### config.mk
export PLATFORM = sky130hd
export DESIGN_NAME = stage6wb_flat
export DESIGN_NICKNAME = d
export VERILOG_FILES = /design/src/rtl/stage6wb_if.sv /design/src/rtl/stage6wb.sv /design/src/flat_wrapper.sv
export SDC_FILE = /design/constraint.sdc
export NUM_CORES = 1
export LEC_CHECK = 0
export BUFFER_PORTS_ARGS = -buffer_cell sky130_fd_sc_hd__buf_4
export CAP_MARGIN = 20
export CORE_MARGIN = 8
export CORE_UTILIZATION = 30
export CTS_CLUSTER_SIZE = 14
export DETAILED_ROUTE_END_ITERATION = 10
export PLACE_DENSITY = 0.49
export SLEW_MARGIN = 10
export SYNTH_ARGS = -nofsm -noshare
export SYNTH_HDL_FRONTEND = slang
export SYNTH_SLANG_ARGS = --single-unit
### constraint.sdc
create_clock -name clk -period 7.4 [get_ports clk]
set_input_delay 1.11 -clock clk [delete_from_list [all_inputs] [get_ports clk]]
set_output_delay 1.11 -clock clk [all_outputs]
set_load 0.05 [all_outputs]
### src/rtl/stage6wb_if.sv
// Write-back stage bundle: upstream result offer, register-file write port and retire status.
interface stage6wb_if;
    logic        enable;
    logic [11:0] pc_in;
    logic        rd_we;
    logic [3:0]  rd_addr;
    logic [23:0] rd_data;
    logic        halt_in;
    logic        stall_out;
    logic        rf_we;
    logic [3:0]  rf_addr;
    logic [23:0] rf_data;
    logic        rf_ready;
    logic        retire_valid;
    logic [11:0] retire_pc;
    logic [15:0] retire_count;
    logic        halted;

    modport master (
        output enable, pc_in, rd_we, rd_addr, rd_data, halt_in, rf_ready,
        input  stall_out, rf_we, rf_addr, rf_data, retire_valid, retire_pc, retire_count, halted
    );

    modport slave (
        input  enable, pc_in, rd_we, rd_addr, rd_data, halt_in, rf_ready,
        output stall_out, rf_we, rf_addr, rf_data, retire_valid, retire_pc, retire_count, halted
    );
endinterface

### src/rtl/stage6wb.sv
// Write-back stage: 2-entry skid FIFO feeding the register-file write port, in-order retire, halt drain.
// Define STAGE6WB_RETIRE_CNT_EN to implement the 16-bit retire counter; otherwise retire_count is 0.
module stage6wb (
    input  logic      clk,
    input  logic      rst,
    stage6wb_if.slave bus
);
    typedef enum logic [1:0] {RUN, DRAIN, HALTED} state_t;

    typedef struct packed {
        logic [11:0] pc;
        logic        we;
        logic [3:0]  addr;
        logic [23:0] data;
        logic        halt;
    } entry_t;

    state_t      state;
    state_t      state_next;
    entry_t      fifo [2];
    entry_t      head;
    logic        wr_ptr;
    logic        rd_ptr;
    logic [1:0]  cnt;
    logic        stall;
    logic        push;
    logic        pop;
    logic        write_head;
    logic        retire_valid_q;
    logic [11:0] retire_pc_q;

    assign head       = fifo[rd_ptr];
    assign stall      = (cnt == 2'd2) || (state != RUN);
    assign push       = bus.enable && !stall;
    // r0 writes are dropped at the port but still pop and retire normally
    assign write_head = (cnt != 2'd0) && head.we && (head.addr != 4'd0);
    assign pop        = (cnt != 2'd0) && (!write_head || bus.rf_ready);

    always_ff @(posedge clk or negedge rst) begin
        if (!rst) begin
            state <= RUN;
        end else begin
            state <= state_next;
        end
    end

    // No pushes happen in DRAIN, so the sole remaining entry there is the halt itself
    always_comb begin
        state_next = state;
        case (state)
            RUN:     if (push && bus.halt_in) state_next = DRAIN;
            DRAIN:   if (pop && (cnt == 2'd1) && head.halt) state_next = HALTED;
            HALTED:  state_next = HALTED;
            default: state_next = RUN;
        endcase
    end

    always_ff @(posedge clk) begin
        if (push) begin
            fifo[wr_ptr] <= '{pc: bus.pc_in, we: bus.rd_we, addr: bus.rd_addr,
                              data: bus.rd_data, halt: bus.halt_in};
        end
    end

    always_ff @(posedge clk or negedge rst) begin
        if (!rst) begin
            wr_ptr <= 1'b0;
            rd_ptr <= 1'b0;
            cnt    <= 2'd0;
        end else begin
            if (push) wr_ptr <= ~wr_ptr;
            if (pop)  rd_ptr <= ~rd_ptr;
            case ({push, pop})
                2'b10:   cnt <= cnt + 2'd1;
                2'b01:   cnt <= cnt - 2'd1;
                default: cnt <= cnt;
            endcase
        end
    end

    always_ff @(posedge clk or negedge rst) begin
        if (!rst) begin
            retire_valid_q <= 1'b0;
            retire_pc_q    <= 12'd0;
        end else begin
            retire_valid_q <= pop;
            if (pop) retire_pc_q <= head.pc;
        end
    end

`ifdef STAGE6WB_RETIRE_CNT_EN
    logic [15:0] retire_count_q;

    always_ff @(posedge clk or negedge rst) begin
        if (!rst) begin
            retire_count_q <= 16'd0;
        end else if (pop) begin
            retire_count_q <= retire_count_q + 16'd1;
        end
    end

    assign bus.retire_count = retire_count_q;
`else
    assign bus.retire_count = 16'd0;
`endif

    assign bus.stall_out    = stall;
    assign bus.rf_we        = write_head;
    assign bus.rf_addr      = (cnt != 2'd0) ? head.addr : 4'd0;
    assign bus.rf_data      = (cnt != 2'd0) ? head.data : 24'd0;
    assign bus.retire_valid = retire_valid_q;
    assign bus.retire_pc    = retire_pc_q;
    assign bus.halted       = (state == HALTED);
endmodule

### src/flat_wrapper.sv
// flat-port wrapper written by rule: the top's interface ports become plain ports
module stage6wb_flat 
  (clk, rst, bus_enable, bus_pc_in, bus_rd_we, bus_rd_addr, bus_rd_data, bus_halt_in, bus_rf_ready, bus_stall_out, bus_rf_we, bus_rf_addr, bus_rf_data, bus_retire_valid, bus_retire_pc, bus_retire_count, bus_halted);
  stage6wb_if bus_i ();
  input  logic clk;
  input  logic rst;
  input wire logic [$bits(bus_i.enable)-1:0] bus_enable;
  input wire logic [$bits(bus_i.pc_in)-1:0] bus_pc_in;
  input wire logic [$bits(bus_i.rd_we)-1:0] bus_rd_we;
  input wire logic [$bits(bus_i.rd_addr)-1:0] bus_rd_addr;
  input wire logic [$bits(bus_i.rd_data)-1:0] bus_rd_data;
  input wire logic [$bits(bus_i.halt_in)-1:0] bus_halt_in;
  input wire logic [$bits(bus_i.rf_ready)-1:0] bus_rf_ready;
  output wire logic [$bits(bus_i.stall_out)-1:0] bus_stall_out;
  output wire logic [$bits(bus_i.rf_we)-1:0] bus_rf_we;
  output wire logic [$bits(bus_i.rf_addr)-1:0] bus_rf_addr;
  output wire logic [$bits(bus_i.rf_data)-1:0] bus_rf_data;
  output wire logic [$bits(bus_i.retire_valid)-1:0] bus_retire_valid;
  output wire logic [$bits(bus_i.retire_pc)-1:0] bus_retire_pc;
  output wire logic [$bits(bus_i.retire_count)-1:0] bus_retire_count;
  output wire logic [$bits(bus_i.halted)-1:0] bus_halted;
  assign bus_i.enable = bus_enable;
  assign bus_i.pc_in = bus_pc_in;
  assign bus_i.rd_we = bus_rd_we;
  assign bus_i.rd_addr = bus_rd_addr;
  assign bus_i.rd_data = bus_rd_data;
  assign bus_i.halt_in = bus_halt_in;
  assign bus_i.rf_ready = bus_rf_ready;
  assign bus_stall_out = bus_i.stall_out;
  assign bus_rf_we = bus_i.rf_we;
  assign bus_rf_addr = bus_i.rf_addr;
  assign bus_rf_data = bus_i.rf_data;
  assign bus_retire_valid = bus_i.retire_valid;
  assign bus_retire_pc = bus_i.retire_pc;
  assign bus_retire_count = bus_i.retire_count;
  assign bus_halted = bus_i.halted;
  stage6wb u_core (.clk(clk), .rst(rst), .bus(bus_i));
endmodule
==> impl_metrics.toml <==
[outcome]
status = "finished, final reports clean"

[worst_setup_path]
path_delay_family = "buffers and inverters"
crit_path_cell_trace = "buf_4 -> nor3_1 -> a22o_1 -> nor3_1 -> buf_4"
critical_path_class = "reg -> out"
crit_path_max_fanout = 33
startpoint_type = "flop"
cpMaxStageDelayCell = "dfrtp_2"
arrival_ps = 2410
slowest_delay_ps = 620
cp.required_ps = 6290
end_kind = "output pin"
critical_path_buf_inv_count = 2

[routing]
drtAntennaViolNets = 0
drc = 0
viasPerCell = 4.224
drt_iter0_drc = 83
wl_um = 8683
num_vias = 2243
drtPass1Iterations = 4
wl_per_cell_um = 16.35

[die]
coreArea_um2 = 13770
die_x_um = 134.3
rows = 43
die-area_um2 = 18040
io_pins = 106
start_util_pct = 30.50
die_h_um = 134.3

[synth]
ys_seq_area_share_pct = 71.37
synth_mux_area_share_pct = 14.83
synth-simple-area-share_pct = 4.141
synth_compound_area_share_pct = 1.877
synth_warnings = 0
async_flop_share_pct = 18.45
synth_area_per_cell_um2 = 16.67
synthAdderAreaFrac_pct = 2.383
synth_area_leaders = "edfxtp_1 (60%), dfrtp_1 (11%), mux2i_1 (7.1%)"
synth_top_family_by_area = "multiplexers"
synth_seq_cells = 103
synth_top_area_cell = "edfxtp_1"
synth_most_common_cell = "edfxtp_1"
synth_flop_cell = "edfxtp_1"
syn_inst = 252
synth_commonest_cells = "edfxtp_1 (84), nor2_1 (32), mux2i_1 (30)"
syn_area_um2 = 4200
synth_edf_count = 84
synth-xor-area-share_pct = 0.6256
synth_cell_types = 27
yosysTopAreaCellShare_pct = 60.05

[job]
cap_viol_max_count = 0

[place]
dpl.hpwl_um = 5894
gp_congestion = 0.6673
port_buffers = 89

[cells_and_area]
layout-drive-gt1-share_pct = 39.32
diodes = 0
syn_to_final_growth_pct = 25.89
nets = 400

[timing]
rsz0062_at_grt = "no"
fin_crit_sh_pct = 47.60
drv_slew = 0
timing.hold.ws_ps = 504.4
fin_tns_setup_ps = 0
tightest_slew_ps = 535.8
min_period_ps = 3523
setup-violations-final = 0
fin_skew_ps = 7.046
slew_headroom_pct = 64.28
fmax_mhz = 283.9
hold_viol = 0

[global_routing]
grt-ovfl-total = 0
grt_pass1_vias = 2500
grt_pass1_wl_um = 13280
grt_max_degree = 34
grt_usage_pct = 9.716
antenna_found_initial = 0

[cts]
h-tree-depth = 3
clk_latency_ps = 340
cts_buffers = 9
cts.clk_slew.worst_paths_ps = 70
post_cts_buffers = 0
cts_tree = "yes"
cts-root-buf = "clkbuf_16"
clock_sinks = 103
cts_resized = 0
clockBufferDepth = 2
holdBufCountCts = 0

[hold_path]
hp-class = "reg -> reg"

[power]
cellLeakagePower_uw = 0.002146
vdd_drop_max_mv = 0.2139
fin_total_pwr_uw = 2499
pwr_density_cell_nw_per_um2 = 472.7
==> routing by layer <==
layer | vias up | part of all wire, % | track usage, % | wire, um
met3 | 8 | 7.4 | 3.590 | 643
met1 | 1099 | 45 | 11.73 | 3867
li1 | 1065 | - | - | -
met5 | - | 0 | 0 | 0
met4 | 0 | 1.5 | 4.679 | 133
met2 | 71 | 47 | 15.03 | 4039
==> logic make-up after synthesis <==
group,count (synthesis)
adder cells (fa/ha/maj),8
flip-flops,103
buffers and inverters,31
multiplexers,56
XOR/XNOR,3
AND/OR/NAND/NOR,41
AO/OA/AOI/OAI,9
other,1
==> flip-flops by register name, summed over array words and instances, names as in the netlist <==
name and cells:
u_core.bus.retire_valid 1, u_core.fifo 84, u_core.bus.retire_pc 12, u_core.wr_ptr 1
u_core.rd_ptr 1, u_core.state 2, u_core.cnt 2
==> worst reg2reg max path: cells and delay by family (launching register included) <==
| kind | cells | cell delay [ps] |
|---|---|---|
| AO/OA/AOI/OAI | 2 | 430 |
| buffers and inverters | 1 | 550 |
| adder cells (fa/ha/maj) | 1 | 330 |
| AND/OR/NAND/NOR | 2 | 270 |
| flip-flops | 1 | 620 |
| multiplexers | 1 | 360 |
==> where the power goes <==
group,switching (uW),internal (uW)
clock,201,227
sequential,66.5,769
combinational,817,418
total,1090,1410
==> per-stage QoR <==
stage / instance area (um^2) / instances / setup slack [ps] / util, %
6_report: 5288 / 531 / 3877 / 38.39
5_1_grt: 5288 / 531 / 3684 / 38.39
4_1_cts: 5288 / 531 / 3777 / 38.39
3_5_place_dp: 5022 / 515 / 4156 / 36.46
3_3_place_gp: 5022 / 515 / 4134 / 36.46
2_1_floorplan: 4257 / 267 / 3912 / -
==> path summary, 6_finish.rpt <==
check	depth (start not counted)	endpoint	startpoint	slack, ps
max	5	bus_rf_we	u_core.rd_ptr	3880
min in group asynchronous	1	u_core.bus.retire_pc[0]	rst	650
max in group asynchronous	1	u_core.rd_ptr	rst	6500
max reg2reg	7	u_core.cnt[1]	u_core.rd_ptr	4740
min	1	u_core.cnt[0]	u_core.cnt[0]	500
min reg2reg	1	u_core.cnt[0]	u_core.cnt[0]	500
==> layout by cell type, fill, tap and decap left out, types with 2 or more instances in the layout <==
master       n
mux2_4       8
clkinv_1     2
o21ai_0      3
nor3_1       2
clkbuf_16    9
mux2i_1     30
nand2_1      2
edfxtp_1    84
buf_4       93
conb_1      16
nor2_1      30
mux2_2      18
dfrtp_1     18
inv_1        6
xnor2_1      3
ha_1         8
nand2b_1     2
clkinvlp_4   2
nor2_4       2
==> layout make-up <==
class                           instances  area, um^2
Timing Repair Buffer                   93       698.2
Fill cell                            1319        8486
Sequential cell                       103        2999
Clock inverter                          6       36.28
Tap cell                              180       225.2
Clock buffer                           10       229.0
Multi-Input combinational cell        133        1077
Inverter                                6       22.52
Note: power is estimated with default switching activity, not from simulation.
